<file path="src/rtl/wb_arbiter.sv">
// Register-file write-port arbiter: pipeline writeback beats a small FIFO of
// multi-cycle results, which beats a direct bypass of a fresh multi-cycle result.
module wb_arbiter #(
  parameter int DEPTH        = 2,
  parameter int STARVE_LIMIT = 4
) (
  input  logic        Clk,
  input  logic        Reset_n,
  input  logic        WB_RegWrite_In,
  input  logic [4:0]  WB_Dest_In,
  input  logic [31:0] WB_Data_In,
  input  logic        MC_Valid_In,
  input  logic [4:0]  MC_Dest_In,
  input  logic [31:0] MC_Data_In,
  output logic        MC_Ready_Out,
  input  logic [4:0]  Query_Addr_In,
  output logic        Pending_Hit_Out,
  output logic        RF_WriteEn_Out,
  output logic [4:0]  RF_WriteAddr_Out,
  output logic [31:0] RF_WriteData_Out,
  output logic        Stall_Out,
  output logic [2:0]  Pending_Count_Out
);

  localparam int PTR_W    = (DEPTH > 1) ? $clog2(DEPTH) : 1;
  localparam int STARVE_W = $clog2(STARVE_LIMIT + 1);
  localparam logic [2:0]          DEPTH_C    = 3'(DEPTH);
  localparam logic [STARVE_W-1:0] STARVE_MAX = STARVE_W'(STARVE_LIMIT);

  logic [4:0]          dest_r [DEPTH];
  logic [31:0]         data_r [DEPTH];
  logic [DEPTH-1:0]    valid_r;
  logic [PTR_W-1:0]    head_r;
  logic [PTR_W-1:0]    tail_r;
  logic [2:0]          count_r;
  logic [STARVE_W-1:0] starve_r;
  logic                rf_en_r;
  logic [4:0]          rf_addr_r;
  logic [31:0]         rf_data_r;

  logic        pipe_win_s;
  logic        mc_ready_s;
  logic        mc_live_s;
  logic        pop_s;
  logic        push_s;
  logic        bypass_s;
  logic        win_s;
  logic [4:0]  win_addr_s;
  logic [31:0] win_data_s;
  logic        hit_s;
  logic        stall_s;

  function automatic logic [PTR_W-1:0] next_ptr(input logic [PTR_W-1:0] ptr);
    if (ptr == PTR_W'(DEPTH - 1)) begin
      next_ptr = '0;
    end else begin
      next_ptr = ptr + PTR_W'(1);
    end
  endfunction

  // Arbitration: decide pop/push/bypass and select the winning write.
  always_comb begin
    pipe_win_s = WB_RegWrite_In && (WB_Dest_In != 5'd0);
    mc_ready_s = Reset_n && (count_r < DEPTH_C);
    // A zero-destination transfer is consumed but never written or buffered.
    mc_live_s  = MC_Valid_In && mc_ready_s && (MC_Dest_In != 5'd0);
    pop_s      = !pipe_win_s && (count_r != 3'd0);
    // Bypass only from an empty buffer so older results cannot be overtaken.
    bypass_s   = !pipe_win_s && (count_r == 3'd0) && mc_live_s;
    push_s     = mc_live_s && !bypass_s;
    win_s      = 1'b0;
    win_addr_s = 5'd0;
    win_data_s = 32'd0;
    if (pipe_win_s) begin
      win_s      = 1'b1;
      win_addr_s = WB_Dest_In;
      win_data_s = WB_Data_In;
    end else if (pop_s) begin
      win_s      = 1'b1;
      win_addr_s = dest_r[head_r];
      win_data_s = data_r[head_r];
    end else if (bypass_s) begin
      win_s      = 1'b1;
      win_addr_s = MC_Dest_In;
      win_data_s = MC_Data_In;
    end else begin
      win_s      = 1'b0;
    end
  end

  // Pending-write lookup and stall request.
  always_comb begin
    hit_s = 1'b0;
    for (int i = 0; i < DEPTH; i++) begin
      hit_s = hit_s | (valid_r[i] & (dest_r[i] == Query_Addr_In));
    end
    hit_s   = hit_s & (Query_Addr_In != 5'd0);
    stall_s = (starve_r == STARVE_MAX) || ((count_r == DEPTH_C) && MC_Valid_In);
  end

  // Write-port register and result buffer state.
  always_ff @(posedge Clk) begin
    if (!Reset_n) begin
      rf_en_r   <= 1'b0;
      rf_addr_r <= 5'd0;
      rf_data_r <= 32'd0;
      head_r    <= '0;
      tail_r    <= '0;
      count_r   <= 3'd0;
      starve_r  <= '0;
      valid_r   <= '0;
      for (int i = 0; i < DEPTH; i++) begin
        dest_r[i] <= 5'd0;
        data_r[i] <= 32'd0;
      end
    end else begin
      rf_en_r <= win_s;
      if (win_s) begin
        rf_addr_r <= win_addr_s;
        rf_data_r <= win_data_s;
      end
      if (push_s) begin
        dest_r[tail_r]  <= MC_Dest_In;
        data_r[tail_r]  <= MC_Data_In;
        valid_r[tail_r] <= 1'b1;
        tail_r          <= next_ptr(tail_r);
      end
      if (pop_s) begin
        valid_r[head_r] <= 1'b0;
        head_r          <= next_ptr(head_r);
      end
      case ({push_s, pop_s})
        2'b10:   count_r <= count_r + 3'd1;
        2'b01:   count_r <= count_r - 3'd1;
        default: count_r <= count_r;
      endcase
      if (pop_s || (count_r == 3'd0)) begin
        starve_r <= '0;
      end else if (pipe_win_s && (starve_r != STARVE_MAX)) begin
        starve_r <= starve_r + STARVE_W'(1);
      end
    end
  end

  assign MC_Ready_Out      = mc_ready_s;
  assign Pending_Hit_Out   = hit_s;
  assign Stall_Out         = stall_s;
  assign Pending_Count_Out = count_r;
  assign RF_WriteEn_Out    = rf_en_r;
  assign RF_WriteAddr_Out  = rf_addr_r;
  assign RF_WriteData_Out  = rf_data_r;

endmodule

</file>
<file path="config.mk">
export PLATFORM = sky130hd
export DESIGN_NAME = wb_arbiter
export DESIGN_NICKNAME = d
export VERILOG_FILES = /design/src/rtl/wb_arbiter.sv
export SDC_FILE = /design/constraint.sdc
export NUM_CORES = 1
export LEC_CHECK = 0
export ABC_AREA = 1
export CORE_MARGIN = 2
export CORE_UTILIZATION = 35
export CTS_CLUSTER_DIAMETER = 200
export DETAILED_ROUTE_END_ITERATION = 8
export PLACE_DENSITY_LB_ADDON = 0.3
export RECOVER_POWER = 50
export SETUP_SLACK_MARGIN = 0.5
export SLEW_MARGIN = 20
export SYNTH_ARGS = -nofsm -noshare
export SYNTH_HDL_FRONTEND = slang
export SYNTH_SLANG_ARGS = --single-unit
</file>
<file path="constraint.sdc">
create_clock -name Clk -period 2.8 [get_ports Clk]
set_clock_uncertainty 0.1 [all_clocks]
set_input_delay 0.42 -clock Clk [delete_from_list [all_inputs] [get_ports Clk]]
set_output_delay 0.42 -clock Clk [all_outputs]
set_load 0.02 [all_outputs]
</file>
==> reports/qor.csv, run 1 <==
metric,value,unit
yosysUniqueCellTypes,27,
cts_tree,done,
hold_buffers,0,
grt_overflow,0,
critPathCapture,dest_r[0][2],
place.gp.congestion,0.812,
die_x,138,microns
power.leakage,3.88,nW
clkSinkCount,123,
finalNetCount,1011,
vias,5441,
cp-end-kind,flip-flop,
tightest_slew,0.822,ns
synth_cells,804,
status,"complete, no violations",
vdd_drop_max,0.562,mV
cp_cell_sequence,"clkdlybuf4s50_1, nor2_1, nand2_1, nor2_2, nor2_1, buf_6, nand3_2, clkbuf_1, nor2_1",
hold_slack,0.345,ns
crit_top_cell,nor2_1,
maxCapViolCount,0,
ctsRootBufferMaster,clkbuf_16,
die_h,138,microns
htree_levels,4,
crit_type,input port to flip-flop,
r2r-start,Pending_Count_Out[2],
totalWireLength,16.5,mm
setup_tns,0,ns
grt_pass1_vias,5213,
fin_util,0.470,
antenna_found_initial,0,
hold_path.class,flip-flop to flip-flop,
clock_path_buffers,2,
start_util,0.354,
timing.final.crit_share,0.865,
clk_latency,0.41,ns
num_antenna_cells,0,
reg2reg_depth,8,
fp-row-count,49,
cp.required,2.83,ns
hold_viol,0,
place.port_buffers,126,
drt_iter0_drc,289,
rsz0062_at_grt,yes,
fp.dieArea,0.0191,sq mm
syn2layout_area_growth,32.6,%
ant_nets,0,
cp_slowest_stage_delay,0.63,ns
startpoint_type,input port,
slew_viol_final,0,
period_needed,2.42,ns
viasPerCell,4.67,
slew-limit-headroom,0.452,
pwr_density_cell,837,mW/mm^2
synth_warnings,0,
drc_errors,0,
top_level_ports,127,
yosysSeqAreaShare,0.509,
path_max_fanout,39,
syn_area,0.00630,sq mm
crit_start,MC_Dest_In[3],
detailed_place_hpwl,10.5,mm
drive_above_1_share,0.107,
r2r_setup_slack,0.53,ns
grt_max_degree,74,
worstReg2RegEnd,RF_WriteData_Out[3],
ys_seq_elements,123,
syn_nets,891,
worst_ep_arrival_time,2.45,ns
grt_pass1_wl,26.9,mm
dr.pass1.iters,5,
clk_pin_slew_worst_paths,0.06,ns
cts_buffers,17,
cpMaxStageDelayCell,clkbuf_1,
grt_usage,0.177,
core_area,0.0178,sq mm
max_freq,413,MHz
wl_per_cell,14.2,microns
syn_area_per_cell,7.83,sq um
setup_viol,0,
[logic make-up (layout without fill, tap and decap cells)]
family / after synthesis / count (layout) / synth area share
AND/OR/NAND/NOR: 426 / 426 / 0.297
XOR/XNOR: 2 / 2 / 0.00278
AO/OA/AOI/OAI: 97 / 97 / 0.0785
adder cells (fa/ha/maj): 4 / 4 / 0.00914
flip-flops: 123 / 123 / 0.509
buffers and inverters: 152 / 285 / 0.104
[per-layer routing]
metal  track usage  vias up  share of wire
met4        0.0553        0          0.016
met1         0.224     2459           0.46
met5             0        -              0
met2         0.293      152           0.46
met3        0.0502       27          0.063
li1              -     2803              -
[critical path, delay by kind of cell]
kind                   cells  cell delay, ns
and+or+nand+nor            6            0.71
buffers and inverters      3            1.30
[report_power, final]
part           switching, W  internal, W  leakage (nW)
Clock              0.000803      0.00132         0.275
Sequential         0.000142      0.00229          1.17
Combinational       0.00152     0.000914          2.43
Total               0.00246      0.00453          3.88
[layout make-up]
type                       count  area, sq um
clock buffer                  20          447
inverter                     105          394
clock inverter                12          124
tap                          229          287
fill                        1768         9430
timing repair buffer         148         1450
sequential                   123         3200
multi-input combinational    529         2450
[stage by stage]
stage	total power [W]	instances	area [sq um]	setup slack [ns]
2_1_floorplan	0.00405	804	6300	0.561
3_3_place_gp	0.00494	1130	7780	0.0885
3_5_place_dp	0.00497	1130	7780	0.0472
4_1_cts	0.00711	1162	8350	0.396
5_1_grt	0.00744	1166	8350	0.201
6_report	0.00699	1166	8350	0.379
[sequential cells by signal, indices dropped and copies added (netlist names), named ones only]
name               count
tail_r                 1
RF_WriteData_Out      32
dest_r                10
data_r                64
Pending_Count_Out      3
RF_WriteAddr_Out       5
RF_WriteEn_Out         1
head_r                 1
starve_r               3
valid_r                2
[cell usage after synthesis]
library cell,number,share of area
a21oi_1,14,0.011
buf_2,20,0.016
buf_4,8,0.0095
buf_6,4,0.0072
clkbuf_1,15,0.0089
dfxtp_1,49,0.16
edfxtp_1,74,0.35
fa_1,1,0.0032
ha_1,3,0.0060
inv_1,104,0.062
inv_2,1,0.00060
nand2_1,174,0.10
nand2_2,3,0.0030
nand3_1,10,0.0079
nand3_4,1,0.0028
nand4_1,39,0.039
nor2_1,152,0.091
nor2_2,10,0.0099
nor2_8,1,0.0032
nor3_1,2,0.0016
nor3_4,1,0.0026
o21ai_0,78,0.062
o22ai_1,4,0.0040
o41ai_1,1,0.0014
or2_2,33,0.033
xnor2_1,1,0.0014
xor2_1,1,0.0014
[layout by cell type, fill, tap and decap left out, types with 17 or more instances in the layout]
cell type	count
nand2_1	174
nor2_1	153
inv_1	103
clkdlybuf4s50_1	82
o21ai_0	76
edfxtp_1	74
dfxtp_1	49
dlygate4sd3_1	41
nand4_1	39
or2_2	33
clkbuf_16	17
[what timing repair did]
action	4_1_cts	5_1_grt
pin swaps	0	2
setup endpoints to repair	4	90
setup buffers	0	4
endpoints found under the hold margin	0	0
resized for setup	4	8
[worst min-delay path by stage]
stage                                    start  slack [ns]  cells past startpoint                   end
after floorplan                     valid_r[1]        0.32                      2            valid_r[1]
after global placement    RF_WriteData_Out[28]        0.34                      2  RF_WriteData_Out[28]
after detailed placement   RF_WriteAddr_Out[0]        0.34                      2   RF_WriteAddr_Out[0]
after CTS                           valid_r[1]        0.35                      2            valid_r[1]
after global routing       RF_WriteData_Out[4]        0.36                      2   RF_WriteData_Out[4]
final                               valid_r[1]        0.35                      2            valid_r[1]
Power figures use the tool's default switching activity.
==> run 2: changes to the inputs <==
SKIP_CTS_REPAIR_TIMING = 1   (was unset)
==> run 2 against run 1 <==
Setup slack improved by 0.010 ns. First-iteration DRC count shrank 0.69%. Sequential share of layout area down 0.063 points. Largest power group unchanged. Sequential power hardly changed. Non-clock buffer count is the same. Routed wire length grew 0.23%. Critical path type unchanged. Fmax rose by 0.43%. Utilization is 0.077 points higher. Largest cell class unchanged.
==> reports/qor.csv, run 2 (synthesized netlist as in run 1, its figures left out) <==
metric,value,unit,change
status,"complete, no violations",,
startpoint_type,input port,,
worstReg2RegEnd,data_r[0][14],,
syn2layout_area_growth,32.8,%,
path_max_fanout,39,,unchanged
cp.required,2.83,ns,about the same
start_util,0.354,,unchanged
clkSinkCount,123,,unchanged
drt_iter0_drc,287,,-0.69%
fin_util,0.470,,+0.000774
die_x,138,microns,unchanged
dr_wl_met2,7.70,mm,+1.8%
hold_viol,0,,unchanged
wirelength_met1,7.66,mm,about the same
drive_above_1_share,0.107,,unchanged
maxCapViolCount,0,,unchanged
timing.final.crit_share,0.861,,-0.00368
hold_start,WB_Dest_In[1],,
totalWireLength,16.6,mm,+0.23%
ant_nets,0,,unchanged
worstHoldPathCells,5,,+3
rsz0062_at_grt,yes,,
cp-end-kind,flip-flop,,
drc_errors,0,,unchanged
clk_pin_slew_worst_paths,0.05,ns,about the same
place.gp.congestion,0.812,,unchanged
dr.pass1.iters,4,,-1
wl_per_cell,14.2,microns,+0.23%
reg2reg_depth,7,,-1
antenna_found_initial,0,,unchanged
fp.dieArea,0.0191,sq mm,unchanged
period_needed,2.41,ns,-0.0103 ns
fin_total_pwr,0.00698,W,-0.18%
pre_cts_ws,0.0472,ns,unchanged
grt_pass1_vias,5201,,-0.23%
routed-wl-met3,964,microns,-8.1%
vdd_drop_max,0.562,mV,-0.13%
ctsRootBufferMaster,clkbuf_16,,
pwr_density_cell,834,mW/mm^2,-0.34%
detailed_place_hpwl,10.5,mm,unchanged
instances_no_fill,1166,,unchanged
clock_path_buffers,2,,unchanged
worst_ep_arrival_time,2.45,ns,about the same
max_freq,415,MHz,+0.43%
tightest_slew,0.801,ns,-0.0217 ns
hold_path.class,input port to flip-flop,,
htree_levels,4,,unchanged
top_level_ports,127,,unchanged
power.leakage,3.93,nW,+1.2%
finalNetCount,1011,,unchanged
regMostFlops,data_r,,
num_antenna_cells,0,,unchanged
grt_overflow,0,,unchanged
place.port_buffers,126,,unchanged
core_area,0.0178,sq mm,unchanged
fp-row-count,49,,unchanged
r2r-start,Pending_Count_Out[2],,
layout_common_cells,"nand2_1, nor2_1, inv_1",,
clk_latency,0.41,ns,about the same
setup_tns,0,ns,unchanged
cts_tree,done,,
die_h,138,microns,unchanged
grt_pass1_wl,26.8,mm,-0.15%
grt_max_degree,74,,unchanged
cts_buffers,17,,unchanged
viasPerCell,4.66,,about the same
setup_viol,0,,unchanged
largest_reg_flops,64,,unchanged
slew-limit-headroom,0.466,,+0.0145
grt_usage,0.176,,-0.000222
holdPathEnd,RF_WriteAddr_Out[1],,
place_inst,1130,,unchanged
finalWorstSetupSlack,0.389,ns,+0.0103 ns
vias,5439,,-0.037%
r2r_setup_slack,0.54,ns,about the same
crit_type,input port to flip-flop,,
dr.max_layer_used,met4,,
slew_viol_final,0,,unchanged
final_common_cell,nand2_1,,
[run 2: worst max path at each step]
stage                           startpoint              endpoint  slack, ns  cells after the start
after CTS                 Query_Addr_In[0]       Pending_Hit_Out       0.11                      8
after floorplan              WB_Dest_In[4]  Pending_Count_Out[2]       0.56                     13
after global placement       MC_Dest_In[1]  Pending_Count_Out[2]       0.09                     13
after global routing         WB_Dest_In[4]   RF_WriteData_Out[3]       0.19                     11
after detailed placement     MC_Dest_In[3]  Pending_Count_Out[2]       0.05                     13
final                        MC_Dest_In[3]          dest_r[0][0]       0.39                      9
[run 2: area by class of cell]
cell class                      instances  area [sq um]
Fill cell                            1775          9420
Sequential cell                       123          3200
Multi-Input combinational cell        529          2450
Timing Repair Buffer                  148          1460
Clock buffer                           20           447
Inverter                              105           394
Tap cell                              229           287
Clock inverter                         12           124
[run 2: stage by stage]
| step | hold slack [ns] | instance area, sq um |
|---|---|---|
| 2_1_floorplan | 0.322 | 6300 |
| 4_1_cts | 0.350 | 8350 |
| 5_1_grt | 0.326 | 8360 |
| 3_5_place_dp | 0.340 | 7780 |
| 6_report | 0.288 | 8360 |
| 3_3_place_gp | 0.335 | 7780 |
[run 2: worst max-delay path: stages]
cell             delay (ns)
clkdlybuf4s50_1        0.45
nor2_1                 0.16
nand2_1                0.10
nor2_2                 0.13
nor2_1                 0.09
buf_6                  0.23
nand3_2                0.14
clkbuf_1               0.62
nor2_1                 0.11
[run 2: power breakdown]
part	internal [W]	leakage, nW	switching [W]
combinational	0.000902	2.48	0.00152
sequential	0.00229	1.17	0.000142
clock	0.00132	0.275	0.000798
[run 2: per-layer routing]
metal | up-vias | GRT usage
met3 | 23 | 0.0502
met4 | 0 | 0.0553
met1 | 2480 | 0.224
met5 | - | 0
met2 | 133 | 0.293
li1 | 2803 | -
==> run 3: changes to the inputs <==
DONT_BUFFER_PORTS = 1   (was unset)
==> run 3 against run 2 <==
Count of clock-buffer cells in the layout increased by 2. First-iteration DRC count increased by 7.0%. Via count decreased by 8.3%. Utilization decreased by 7.2 points. Non-clock buffer count decreased by 128. Die area unchanged. Clock power about the same. Sequential share of layout area increased by 6.9 points. Critical path depth decreased by 1. Worst hold slack got worse by 0.24 ns. Largest power group unchanged.
==> reports/qor.csv, run 3 (synthesized netlist as in run 1, its figures left out) <==
metric,value,unit,change
status,"complete, no violations",,
detailed_place_hpwl,10.2,mm,-2.2%
startpoint_type,flip-flop,,
clock_path_buffers,2,,unchanged
slew_viol_final,0,,unchanged
syn2layout_area_growth,12.6,%,
grt_usage,0.169,,-0.00729
clk_pin_slew_worst_paths,0.06,ns,about the same
vdd_drop_max,0.401,mV,-29%
fillCellCount,1829,,+3.0%
max_freq,430,MHz,+3.7%
hold_viol,0,,unchanged
timing.final.crit_share,0.830,,-0.0311
reg2reg_depth,8,,+1
worstHoldPathCells,2,,-3
maxCapViolCount,0,,unchanged
ant_nets,0,,unchanged
drive_above_1_share,0.119,,+0.0121
cp-end-kind,flip-flop,,
grt_pass1_wl,25.5,mm,-4.9%
rsz0062_at_grt,no,,
clkSinkCount,123,,unchanged
viasPerCell,4.81,,+3.2%
clk_latency,0.42,ns,about the same
largest_reg_flops,64,,unchanged
ctsRootBufferMaster,clkbuf_16,,
drc_errors,0,,unchanged
slew-limit-headroom,0.0508,,-0.415
power.leakage,3.28,nW,-16%
layout_common_cells,"nand2_1, nor2_1, inv_1",,
die_h,138,microns,unchanged
tightest_slew,1.42,ns,+0.623 ns
period_needed,2.32,ns,-0.0871 ns
setup_viol,0,,unchanged
final_common_cell,nand2_1,,
antenna_found_initial,0,,unchanged
worst_ep_arrival_time,2.58,ns,+0.13 ns
finalNetCount,883,,-13%
dr.pass1.iters,4,,unchanged
path_max_fanout,20,,-49%
crit_type,flip-flop to flip-flop,,
totalWireLength,16.0,mm,-3.3%
cts_tree,done,,
place.gp.congestion,0.776,,-4.4%
hold_path.class,input port to flip-flop,,
grt_max_degree,75,,+1.4%
fp.dieArea,0.0191,sq mm,unchanged
finalWorstSetupSlack,0.476,ns,+0.0871 ns
cp.required,3.06,ns,+0.23 ns
pre_cts_ws,0.411,ns,+0.364 ns
post_dp_cell_area,0.00649,sq mm,-17%
wl_per_cell,15.5,microns,+8.7%
grt_overflow,0,,unchanged
grt_pass1_vias,4868,,-6.4%
pwr_density_cell,942,mW/mm^2,+13%
htree_levels,4,,unchanged
setup_tns,0,ns,unchanged
fp-row-count,49,,unchanged
cts_buffers,17,,unchanged
postLayoutCellArea,0.00709,sq mm,-15%
drt_iter0_drc,307,,+7.0%
vias,4990,,-8.3%
start_util,0.354,,unchanged
die_x,138,microns,unchanged
num_antenna_cells,0,,unchanged
top_level_ports,127,,unchanged
place.port_buffers,0,,-100%
regMostFlops,data_r,,
core_area,0.0178,sq mm,unchanged
==> run 3: cell count changes in the layout (fill, tap and decap cells not counted), moves of 4 or more <==
cell / delta
buf_4: +6
clkdlybuf4s50_1: -79
dlygate4sd3_1: -41
dlymetal6s2s_1: -5
nor2_1: -5
nor2_2: +4
==> run 3: layer usage <==
metal | up-vias | wire length [microns] | GRT usage
met1 | 2281 | 6960 | 0.213
met2 | 153 | 7530 | 0.273
met5 | - | 0 | 0
met3 | 14 | 1360 | 0.0648
met4 | 0 | 184 | 0.0483
li1 | 2542 | - | -
==> run 3: final cells by class <==
class,instances,area (sq um),area share
Clock buffer,22,454,0.0641
Clock inverter,9,98.8,0.0139
Inverter,105,394,0.0556
Multi-Input combinational cell,529,2450,0.345
Sequential cell,123,3200,0.452
Tap cell,229,287,0.0404
Timing Repair Buffer,20,205,0.0289
==> run 3: metrics by stage <==
stage,total power (W),hold slack [ns],instances,util
after global placement,0.00447,0.336,1002,0.365
final,0.00668,0.0512,1037,0.399
after CTS,0.00661,0.0330,1033,0.396
after global routing,0.00711,0.0471,1037,0.399
after detailed placement,0.00449,0.341,1002,0.365
after floorplan,0.00405,0.322,804,-
==> run 3: worst paths after layout <==
| check | startpoint | to | slack [ns] |
|---|---|---|---|
| setup / recovery | Pending_Count_Out[1] | RF_WriteData_Out[25] | 0.48 |
| hold / removal | Reset_n | Pending_Count_Out[0] | 0.05 |
| setup reg to reg | Pending_Count_Out[1] | RF_WriteData_Out[25] | 0.48 |
| hold reg to reg | valid_r[1] | valid_r[1] | 0.35 |
==> run 3: where the power goes <==
part	switching [W]	internal, W	total [W]
clock network	0.000780	0.00132	0.00210
logic	0.00123	0.000670	0.00190
registers	0.000386	0.00229	0.00268
total	0.00240	0.00428	0.00668
==> run 3: worst max-delay path, cell delays in order (launching register included) <==
cell	delay (ns)
dfxtp_1	0.43
nor3_4	0.39
buf_12	0.15
buf_4	0.16
nand3_1	0.18
nor2_4	0.48
buf_12	0.24
nand2_1	0.07
nand2_1	0.07
